### src/rtl/div_sequencer.sv
// Multi-cycle RV32M divider (DIV/DIVU/REM/REMU) built around one shared WIDTH+1-bit adder.
// Flow: operand negation, radix-2 restoring iterations, then one result sign fix.
module div_sequencer #(
   parameter int WIDTH = 32
) (
   input  logic             clk,
   input  logic             rst_n,
   input  logic             in_valid,
   output logic             in_ready,
   input  logic [1:0]       in_op,
   input  logic [WIDTH-1:0] in_a,
   input  logic [WIDTH-1:0] in_b,
   input  logic             flush,
   output logic             out_valid,
   input  logic             out_ready,
   output logic [WIDTH-1:0] out_result,
   output logic             out_dz,
   output logic             busy
);
   localparam int CW = $clog2(WIDTH + 1);
   localparam logic [WIDTH-1:0] MIN = {1'b1, {(WIDTH-1){1'b0}}};

   typedef enum logic [2:0] {IDLE, NEG_A, NEG_B, ITER, FIX, DONE} state_t;

   state_t           state_reg, state_next;
   logic [1:0]       op_reg, op_next;
   logic             sa_reg, sa_next;
   logic             sb_reg, sb_next;
   logic             bypass_reg, bypass_next;
   logic             dz_reg, dz_next;
   logic [WIDTH-1:0] quo_reg, quo_next;
   logic [WIDTH-1:0] rem_reg, rem_next;
   logic [WIDTH-1:0] dvs_reg, dvs_next;
   logic [WIDTH-1:0] result_reg, result_next;
   logic [CW-1:0]    count_reg, count_next;

   logic [WIDTH:0]   add_a, add_b, add_sum;
   logic             add_cin, add_cout, add_unused;
   logic [WIDTH:0]   rem_shift;
   logic [WIDTH-1:0] fix_val;
   logic             fix_neg;

   // Shared adder: sum = A + B + Cin, carry-out of the WIDTH+1-bit sum flags rem >= divisor.
   assign {add_cout, add_sum} = {1'b0, add_a} + {1'b0, add_b} + {{(WIDTH+1){1'b0}}, add_cin};
   assign add_unused = add_sum[WIDTH];

   assign in_ready   = (state_reg == IDLE);
   assign busy       = (state_reg != IDLE);
   assign out_valid  = (state_reg == DONE);
   assign out_result = result_reg;
   assign out_dz     = dz_reg;

   always_ff @(posedge clk or negedge rst_n) begin
      if (!rst_n) begin
         state_reg  <= IDLE;
         op_reg     <= '0;
         sa_reg     <= 1'b0;
         sb_reg     <= 1'b0;
         bypass_reg <= 1'b0;
         dz_reg     <= 1'b0;
         quo_reg    <= '0;
         rem_reg    <= '0;
         dvs_reg    <= '0;
         result_reg <= '0;
         count_reg  <= '0;
      end else begin
         state_reg  <= state_next;
         op_reg     <= op_next;
         sa_reg     <= sa_next;
         sb_reg     <= sb_next;
         bypass_reg <= bypass_next;
         dz_reg     <= dz_next;
         quo_reg    <= quo_next;
         rem_reg    <= rem_next;
         dvs_reg    <= dvs_next;
         result_reg <= result_next;
         count_reg  <= count_next;
      end
   end

   always_comb begin
      state_next  = state_reg;
      op_next     = op_reg;
      sa_next     = sa_reg;
      sb_next     = sb_reg;
      bypass_next = bypass_reg;
      dz_next     = dz_reg;
      quo_next    = quo_reg;
      rem_next    = rem_reg;
      dvs_next    = dvs_reg;
      result_next = result_reg;
      count_next  = count_reg;
      add_a       = '0;
      add_b       = '0;
      add_cin     = 1'b0;
      rem_shift   = {rem_reg, quo_reg[WIDTH-1]};
      fix_val     = op_reg[1] ? rem_reg : quo_reg;
      // Only the selected result is negated, so a single adder pass suffices in FIX.
      fix_neg     = ~op_reg[0] & (op_reg[1] ? sa_reg : (sa_reg ^ sb_reg));

      case (state_reg)
         IDLE: begin
            if (in_valid) begin
               op_next     = in_op;
               sa_next     = ~in_op[0] & in_a[WIDTH-1];
               sb_next     = ~in_op[0] & in_b[WIDTH-1];
               quo_next    = in_a;
               dvs_next    = in_b;
               dz_next     = 1'b0;
               bypass_next = 1'b0;
               if (in_b == '0) begin
                  quo_next    = '1;
                  rem_next    = in_a;
                  dz_next     = 1'b1;
                  bypass_next = 1'b1;
                  state_next  = FIX;
               end else if (!in_op[0] && in_a == MIN && in_b == '1) begin
                  quo_next    = MIN;
                  rem_next    = '0;
                  bypass_next = 1'b1;
                  state_next  = FIX;
               end else begin
                  state_next  = NEG_A;
               end
            end
         end
         NEG_A: begin
            add_b   = ~{1'b0, quo_reg};
            add_cin = 1'b1;
            if (sa_reg) quo_next = add_sum[WIDTH-1:0];
            state_next = NEG_B;
         end
         NEG_B: begin
            add_b   = ~{1'b0, dvs_reg};
            add_cin = 1'b1;
            if (sb_reg) dvs_next = add_sum[WIDTH-1:0];
            count_next = '0;
            rem_next   = '0;
            state_next = ITER;
         end
         ITER: begin
            add_a      = rem_shift;
            add_b      = ~{1'b0, dvs_reg};
            add_cin    = 1'b1;
            rem_next   = add_cout ? add_sum[WIDTH-1:0] : rem_shift[WIDTH-1:0];
            quo_next   = {quo_reg[WIDTH-2:0], add_cout};
            count_next = count_reg + CW'(1);
            if (count_reg == CW'(WIDTH - 1)) state_next = FIX;
         end
         FIX: begin
            add_b       = ~{1'b0, fix_val};
            add_cin     = 1'b1;
            result_next = (fix_neg && !bypass_reg) ? add_sum[WIDTH-1:0] : fix_val;
            state_next  = DONE;
         end
         DONE: begin
            if (out_ready) state_next = IDLE;
         end
         default: state_next = IDLE;
      endcase

      if (flush && state_reg != IDLE) begin
         state_next  = IDLE;
         result_next = result_reg;
      end
   end
endmodule
### config.mk
export PLATFORM = sky130hd
export DESIGN_NAME = div_sequencer
export DESIGN_NICKNAME = d
export VERILOG_FILES = /design/src/rtl/div_sequencer.sv
export SDC_FILE = /design/constraint.sdc
export NUM_CORES = 1
export LEC_CHECK = 0
export ABC_AREA = 1
export ABC_CLOCK_PERIOD_IN_PS = 4000
export CORE_ASPECT_RATIO = 1.25
export CORE_MARGIN = 3
export CORE_UTILIZATION = 40
export CTS_BUF_LIST = sky130_fd_sc_hd__clkbuf_2 sky130_fd_sc_hd__clkbuf_4 sky130_fd_sc_hd__clkbuf_8
export DETAILED_ROUTE_END_ITERATION = 8
export SLEW_MARGIN = 20
export SYNTH_ARGS = -nofsm -noshare
export SYNTH_HDL_FRONTEND = slang
export SYNTH_SLANG_ARGS = --single-unit
### constraint.sdc
create_clock -name clk -period 4 [get_ports clk]
set_input_delay 0.6 -clock clk [delete_from_list [all_inputs] [get_ports clk]]
set_output_delay 0.6 -clock clk [all_outputs]
set_load 0.005 [all_outputs]
# [Word level (Yosys, flattened, before mapping)]
# Index checks and enable logic that the tools add are counted.
[totals] elab_cells=90 in_bits=71 output_inout_bits=36 regBits=143
[classes] bitwise=10 n_addsub=3 reduce_logical=21 mux=30 eq_ne=15
[op_table] op="$mux 32" n=12
[op_table] op="$pmux 32 s3" n=2
[op_table] op="$not 32->33" n=3
[op_table] op="$pmux 33 s3" n=1
[op_table] op="$eq 32x32->1 const B" n=2
[op_table] op="$pmux 32 s2" n=1
[op_table] op="$add 33x33->34" n=1
[op_table] op="$add 34x1->34" n=1
[op_table] op="$mux 33" n=1
[op_table] op="$logic_not 32->1" n=1
[op_table] op="$mux 3" n=6
[op_table] op="$pmux 3 s6" n=1
[op_table] op="$pmux 6 s2" n=1
[op_table] op="$reduce_and 3->1" n=4
[op_table] op="$reduce_bool 3->1" n=3
[op_table] op="$add 6x1->6 const B" n=1
[op_table] op="$eq 3x2->1 const B" n=2
[op_table] op="$eq 3x3->1 const B" n=2
[op_table] op="$eq 6x5->1 const B" n=1
[op_table] op="$ne 2x2->1 const B" n=3
[op_table] op="$ne 3x1->1 const B" n=2
[op_table] op="$mux 1" n=5
[op_table] op="$logic_and 1x1->1" n=4
[op_table] op="$reduce_and 2->1" n=2
[op_table] op="other kinds (11)" n=17

# [Longest topological paths before layout]
# Gate-level depths: netlist (run 1).
[logic_depth] depth_word=8 ltp_mapped=25 ltp_nobuf=24

# [Worst setup path before layout (run 1)]
# Ideal clock, no wire load.
[synth_path] path_type="flip-flop to flip-flop" from="register state_reg[2]" to="register result_reg[16], in the netlist out_result[16]" path_slack_ns=0.643 path_buffers=1 t_required_ns=3.877 setup_ns=0.123 arrival_ns=3.234 path_stages_with_launch=22 period_less_slack_ns=3.357 cell_sequence="dfrtp_1 -> nor2_4 -> inv_2 -> nor2_1 -> inv_2 -> clkbuf_1 -> o22ai_1 -> a21oi_1 -> fa_1 -> fa_1 -> inv_1 -> nand3_1 -> nand3_1 -> nand2_1 -> nand3_1 -> nand2_1 -> nand2_1 -> nand2_1 -> nand2_1 -> inv_1 -> o21ai_0 -> nand2_1"
[synth_between] elab_chain_cells=6 elab_cells_between_ends=16 classes_between="2 x add/sub; 4 x eq/ne; 4 x mux; 1 x bitwise; 5 x reduce/logical"
[synth_rtl] element="from (decl)" line_no="25" source="state_t state_reg, state_next;"
[synth_rtl] element="from (signal assigned)" line_no="67" source="state_reg <= state_next;"
[synth_rtl] element="$eq 3x2->1" line_no="101" source="case (state_reg)"
[synth_rtl] element="$reduce_or 2->1 (no source line)"
[synth_rtl] element="$pmux 33 s3" line_no="101"
[synth_rtl] element="$add 33x33->34" line_no="44" source="assign {add_cout, add_sum} = {1'b0, add_a} + {1'b0, add_b} + {{(WIDTH+1){1'b0}}, add_cin};"
[synth_rtl] element="$add 34x1->34" line_no="44"
[synth_rtl] element="$mux 32" line_no="153" source="result_next = (fix_neg && !bypass_reg) ? add_sum[WIDTH-1:0] : fix_val;"
[synth_rtl] element="to (signal assigned)" line_no="76" source="result_reg <= result_next;"
[synth_rtl] element="to (decl)" line_no="34" source="logic [WIDTH-1:0] result_reg, result_next;"
# Parallel ways exist; a longest one is shown, timed or not.
# A chain may end at the register's enable or synchronous reset.

# [Worst setup path in the final report (run 1)]
[layout_path] from="register state_reg[2]" to="register result_reg[26], in the netlist out_result[26]"
# The elaborated chain is that of the path after synthesis.

==> impl_metrics.json, run 1 <==
{
  "cts.root.buffer_cell": "clkbuf_8",
  "cts_buffer_depth": 2,
  "num_rows": 68,
  "antenna_found_initial": 0,
  "hold_ws_ns": 0.187,
  "grt_overflow": 0,
  "io_pins": 107,
  "wl_per_cell_um": 20.8,
  "core_area_um2": 27700,
  "grt_pass1_vias": 12400,
  "path_max_fanout": 14,
  "clock_latency_ns": 0.48,
  "synth_top_area_share_pct": 31.6,
  "drc": 0,
  "max_freq_mhz": 273,
  "chipWidth_um": 156,
  "synth_area_leaders": "dfrtp_1 32%, nand2_1 16%, inv_1 8.4%",
  "grt_pass1_wl_um": 72200,
  "crit_slowest_cell": "dfrtp_1",
  "htreeDepth": 4,
  "clk_pin_slew_ns": 0.10,
  "status": "completed",
  "setup.worst_path.start_class": "flop",
  "syn2layout_area_growth_pct": 17.6,
  "dr.pass1.iters": 5,
  "dieArea_um2": 30300,
  "reg2regPathDepth": 17,
  "drive_gt1_share_pct": 5.75,
  "synth-seq-area-share_pct": 31.6,
  "postSynthAreaPerCell_um2": 6.29,
  "initial_core_util_pct": 40.8,
  "arrival_ns": 4.03,
  "ys_warn_count": 0,
  "max_stage_delay_ns": 0.59,
  "crit_top_cell": "nand2_1",
  "ys_types": 45,
  "die-height_um": 194,
  "max_slew_margin_pct": 32.1,
  "cellPowerDensity_nw_per_um2": 909,
  "num_antenna_cells": 0,
  "ir_drop_mv": 0.546,
  "finalHoldViolCount": 0,
  "power.leakage_nw": 6.68,
  "synth_cells": 1797,
  "multi_input_area_um2": 6400,
  "ant_nets": 0,
  "synth_largest_area_cell": "dfrtp_1",
  "grt_setup_unrepaired": "no",
  "clock_skew_ns": 0.0176,
  "drv_slew": 0,
  "syn_nets": 1902,
  "syn_area_um2": 11300,
  "crit_required_ns": 4.36,
  "final_nets": 1989,
  "cts_buffers": 17,
  "max_cap_viol_count": 0,
  "hold_path.class": "in2async",
  "routed_via_density": 5.63,
  "crit_chain": "nor2_4 -> nand2_2 -> nand2_1 -> inv_2 -> buf_12 -> o221ai_1 -> ha_1 -> nand2_1 -> nor2_1 -> and3_1 -> nand3_1 -> nand2_1 -> nand2_1 -> nand2_1 -> inv_1 -> o21ai_0 -> nand2_1",
  "vias": 12700,
  "wl_um": 46600,
  "fill_cells": 2969,
  "place.port_buffers": 106,
  "place_congestion": 0.992,
  "fin_crit_ns": 3.66,
  "clkSinkCount": 143,
  "grt_max_degree": 86,
  "hpwl_um": 34900,
  "worst_slew_pin_slew_ns": 1.02,
  "finalSetupViolations": 0,
  "drtIter0Drc": 1203,
  "worstSetupPathType": "reg2reg",
  "end_kind": "flop",
  "cts_tree": "done",
  "grt_use_total_pct": 30.7,
  "final.setup.tns_ns": 0,
  "fin_crit_sh_pct": 91.6,
  "regArea_um2": 3580,
  "ys_ff_latch": 143
}
[cell families (layout without fill, tap and decap cells)]
kind of cell / after synthesis / after routing / share of synthesized area [%]
AO/OA/AOI/OAI: 406 / 406 / 20.2
XOR/XNOR: 14 / 14 / 1.08
adder cells (fa/ha/maj): 34 / 34 / 3.89
buffers and inverters: 347 / 447 / 11.9
flip-flops: 143 / 143 / 31.6
AND/OR/NAND/NOR: 853 / 853 / 31.2
[metal layers]
metal	track usage [%]	share of wire, %
met2	49.8	47
met4	15.9	5.1
met5	0	0
met1	39.4	41
met3	4.80	7.2
[placed cells by master, fill, tap and decap left out, types with 3 or more instances in the layout]
cell type          n
buf_4             46
o21a_1             8
nor2_2             5
nor3_1            11
nand3b_1           9
a22o_1             8
o21ai_1            4
nand2_2            5
and2_1             4
o21ai_0          162
inv_2              9
o22ai_1           11
nor2_1           192
inv_1            252
clkinv_4           6
a2bb2oi_1          3
o211ai_1           5
clkbuf_8          17
clkdlybuf4s50_1  105
nand3_1          105
a21oi_1          153
dfrtp_1          142
a22oi_1           16
o221ai_1          26
nand2_1          485
xor2_1            13
or2_2              3
nor4_1             5
nand4_1           20
a32oi_1            3
ha_1              32
bufinv_16          5
[power by group]
| part | switching (W) | internal, W |
|---|---|---|
| combinational | 0.00529 | 0.00267 |
| clock | 0.000662 | 0.000751 |
| sequential | 0.000527 | 0.00219 |
[worst max-delay path, delay by kind of cell (launching register included)]
kind | cells | cell delay, ns
AOI/OAI and AO/OA | 2 | 0.31
adders and majority gates | 1 | 0.44
buffers and inverters | 3 | 0.58
DFF | 1 | 0.59
and+or+nand+nor | 11 | 1.62
[per-stage QoR]
step                      utilization [%]  instances  cell area (um2)  power [W]  setup slack [ns]
after floorplan                         -       1797            11300    0.00769             0.643
after global placement               46.3       2215            12800     0.0105             0.458
after detailed placement             46.3       2215            12800     0.0105             0.340
after CTS                            47.9       2247            13300     0.0120             0.326
after global routing                 47.9       2247            13300     0.0131            0.0826
final                                47.9       2247            13300     0.0121             0.336
[area by class of cell]
cell class,count,share of cell area (%)
repair buffers,153,10.7
flip-flops and latches,143,26.9
clock buffers,17,1.76
multi-input cells,1307,48.1
clock inverters,15,1.77
well taps,350,3.29
inverters,262,7.40
[final timing paths]
kind                       slack (ns)                         end                       from
max                              0.34  out_result[26]$_DFFE_PN0P_   state_reg[2]$_DFFE_PN0P_
min                              0.19   out_result[5]$_DFFE_PN0P_                      rst_n
max reg2reg                      0.34  out_result[26]$_DFFE_PN0P_   state_reg[2]$_DFFE_PN0P_
min reg2reg                      0.48   out_result[6]$_DFFE_PN0P_  out_result[6]$_DFFE_PN0P_
max in group asynchronous        2.96     dvs_reg[14]$_DFFE_PN0P_                      rst_n
min in group clk                 0.48   out_result[6]$_DFFE_PN0P_  out_result[6]$_DFFE_PN0P_
[cell usage after synthesis, drive strengths merged]
| library cell | instances |
|---|---|
| nand2 | 490 |
| inv | 261 |
| nor2 | 199 |
| o21ai | 166 |
| a21oi | 153 |
| dfrtp | 143 |
| nand3 | 106 |
| clkbuf | 64 |
| ha | 32 |
| o221ai | 26 |
| buf | 21 |
| nand4 | 20 |
| a22oi | 16 |
| nor3 | 14 |
| xor2 | 13 |
| o22ai | 11 |
| nand3b | 9 |
| a22o | 8 |
| o21a | 8 |
| nor4 | 5 |
| o211ai | 5 |
| or2 | 5 |
| and2 | 4 |
| a2bb2oi | 3 |
| a32oi | 3 |
| a31oi | 2 |
| fa | 2 |
| o22a | 2 |
| a32o | 1 |
| and3 | 1 |
| clkinv | 1 |
| o21bai | 1 |
| o311ai | 1 |
| xnor2 | 1 |
[what timing repair did]
item / in CTS / in global routing
endpoints found under the setup margin: 0 / 1
buffers inserted: 0 / 0
resized for setup: 0 / 1
hold buffers: 0 / 0
Note: power is estimated with default switching activity, not from simulation.
==> run 2, diff against run 1 <==
- ABC_CLOCK_PERIOD_IN_PS: 4000 -> default
==> results of run 2 <==
The final DEF is identical to that of run 1; final timing and power are the same.
==> run 3, diff against run 2 <==
- CAP_MARGIN: default -> 5
- GPL_TIMING_DRIVEN: default -> 0
==> impl_metrics.json, run 3 (synthesized netlist as in run 1, its figures left out) <==
{
  "core_area_um2": 27700,
  "hold_path.class": "in2async",
  "grt_pass1_vias": 12600,
  "final_nets": 2048,
  "ant_nets": 0,
  "ir_drop_mv": 0.429,
  "arrival_ns": 4.32,
  "grt_overflow": 0,
  "drtIter0Drc": 1300,
  "initial_core_util_pct": 40.8,
  "vias": 13200,
  "drc": 0,
  "r2r-end": "rem_reg[23]$_DFFE_PN0P_",
  "layout_common_cells": "478 x nand2_1, 251 x inv_1, 193 x nor2_1, 157 x o21ai_0, 151 x a21oi_1",
  "fin_crit_sh_pct": 97.6,
  "postCtsHoldBufs": 0,
  "clock_latency_ns": 0.49,
  "cellPowerDensity_nw_per_um2": 965,
  "clk_pin_slew_ns": 0.10,
  "drv_slew": 0,
  "final_util_pct": 49.1,
  "sw_frac_of_total_pct": 56.9,
  "clock_skew_ns": 0.0171,
  "comb_power_share_pct": 70.0,
  "dr.pass1.iters": 6,
  "htreeDepth": 4,
  "final_common_cell": "nand2_1",
  "dieArea_um2": 30300,
  "routed_via_density": 5.74,
  "crit_required_ns": 4.42,
  "cts_tree": "done",
  "worst_slew_pin_slew_ns": 0.970,
  "hpwl_um": 42500,
  "status": "completed",
  "io_pins": 107,
  "end_kind": "flop",
  "max_slew_margin_pct": 35.3,
  "num_rows": 68,
  "power.internal_w": 0.00566,
  "place_congestion": 1.00,
  "met3_usage_pct": 5.31,
  "max_freq_mhz": 256,
  "grt_util_met1_pct": 45.2,
  "finalHoldViolCount": 0,
  "grt_setup_unrepaired": "no",
  "wl_um": 55000,
  "syn2layout_area_growth_pct": 20.5,
  "final_cells": 2306,
  "die-height_um": 194,
  "place.port_buffers": 106,
  "grtUsageMet2_pct": 53.4,
  "placed_cells": 2254,
  "p_clk_share_pct": 9.6,
  "seqPwrFrac_pct": 20.4,
  "worstSetupPathType": "reg2reg",
  "max_cap_viol_count": 0,
  "reg2regPathDepth": 20,
  "path_max_fanout": 10,
  "clkSinkCount": 143,
  "r2r_start": "state_reg[2]$_DFFE_PN0P_",
  "finalSetupViolations": 0,
  "cts.root.buffer_cell": "clkbuf_8",
  "wl_per_cell_um": 23.9,
  "fill_cells": 2960,
  "chipWidth_um": 156,
  "grt_max_degree": 74,
  "drive_gt1_share_pct": 7.72,
  "power.leakage_nw": 6.78,
  "top_usage_layer": "met2",
  "setup.worst_path.start_class": "flop",
  "grt_use_total_pct": 35.7,
  "cts_buffers": 17,
  "rrSetupSlack_ns": 0.09,
  "fin_crit_ns": 3.91,
  "power_switching_w": 0.00749,
  "cts_buffer_depth": 2,
  "antenna_found_initial": 0,
  "grt_pass1_wl_um": 79900
}
-- run 3: power by group through the flow --
stage	Sequential [W]	Combinational, W	Clock, W
floorplan	0.00256	0.00513	0
CTS	0.00267	0.00875	0.00126
detailed placement	0.00268	0.00850	0
global route	0.00275	0.00986	0.00132
finish	0.00268	0.00921	0.00126
global placement	0.00268	0.00843	0
-- run 3: what timing repair did --
action | 4_1_cts | 5_1_grt
gates resized for setup | 57 | 35
pin swaps | 5 | 6
buffers inserted | 7 | 14
endpoints found under the setup margin | 120 | 63
-- run 3: worst max-delay path, stage by stage (launching register included) --
cell and delay [ns]:
dfrtp_2 0.48, nor2_4 0.21, buf_4 0.17, nand2_2 0.14, nand2_2 0.15, clkinv_4 0.11
buf_4 0.21, o221ai_1 0.27, ha_2 0.39, nand2_1 0.12, nor2_1 0.09, inv_1 0.10
nor2_1 0.05, nor2_1 0.15, nand3_2 0.18, nand2_4 0.15, nand2_2 0.15, buf_4 0.23
nand2_1 0.08, nand3_1 0.17, a21oi_2 0.20
-- run 3: worst max-delay path by stage --
stage | start | end | slack [ns] | cells past startpoint
after floorplan | state_reg[2]$_DFFE_PN0P_ | out_result[16]$_DFFE_PN0P_ | 0.64 | 21
after global placement | rst_n | out_result[27]$_DFFE_PN0P_ | -4.12 | 1
after detailed placement | state_reg[2]$_DFFE_PN0P_ | out_result[28]$_DFFE_PN0P_ | -0.96 | 21
after CTS | state_reg[0]$_DFFE_PN0P_ | out_result[26]$_DFFE_PN0P_ | 0.0008 | 20
after global routing | state_reg[2]$_DFFE_PN0P_ | rem_reg[23]$_DFFE_PN0P_ | 0.004 | 22
final | state_reg[2]$_DFFE_PN0P_ | rem_reg[23]$_DFFE_PN0P_ | 0.09 | 20
-- run 3: metrics by stage --
| step | setup TNS [ns] | cell area (um2) | total power [W] | hold slack (ns) | setup WS, ns |
|---|---|---|---|---|---|
| 6_report | 0 | 13600 | 0.0132 | 0.0817 | 0.0941 |
| 5_1_grt | 0 | 13600 | 0.0139 | 0.134 | 0.00426 |
| 4_1_cts | 0 | 13400 | 0.0127 | 0.111 | 0.000772 |
| 3_5_place_dp | -68.38 | 12800 | 0.0112 | 0.467 | -0.958 |
| 3_3_place_gp | -660.27 | 12800 | 0.0111 | 0.465 | -4.12 |
| 2_1_floorplan | 0 | 11300 | 0.00769 | 0.304 | 0.643 |
-- run 3: layout make-up --
| cell class | count | area [um2] | area share [%] |
|---|---|---|---|
| tap | 350 | 438 | 3.21 |
| inverter | 262 | 991 | 7.27 |
| timing repair buffer | 128 | 1250 | 9.18 |
| buffer | 84 | 429 | 3.15 |
| multi-input combinational | 1307 | 6540 | 48.0 |
| antenna | 1 | 2.50 | 0.0184 |
| clock buffer | 17 | 234 | 1.72 |
| sequential | 143 | 3580 | 26.3 |
| clock inverter | 14 | 160 | 1.18 |
-- run 3: layer usage --
layer | up-vias | wire length [um]
met1 | 6209 | 21800
met3 | 206 | 3950
met5 | - | 0
met4 | 0 | 5420
li1 | 6112 | -
met2 | 711 | 23900
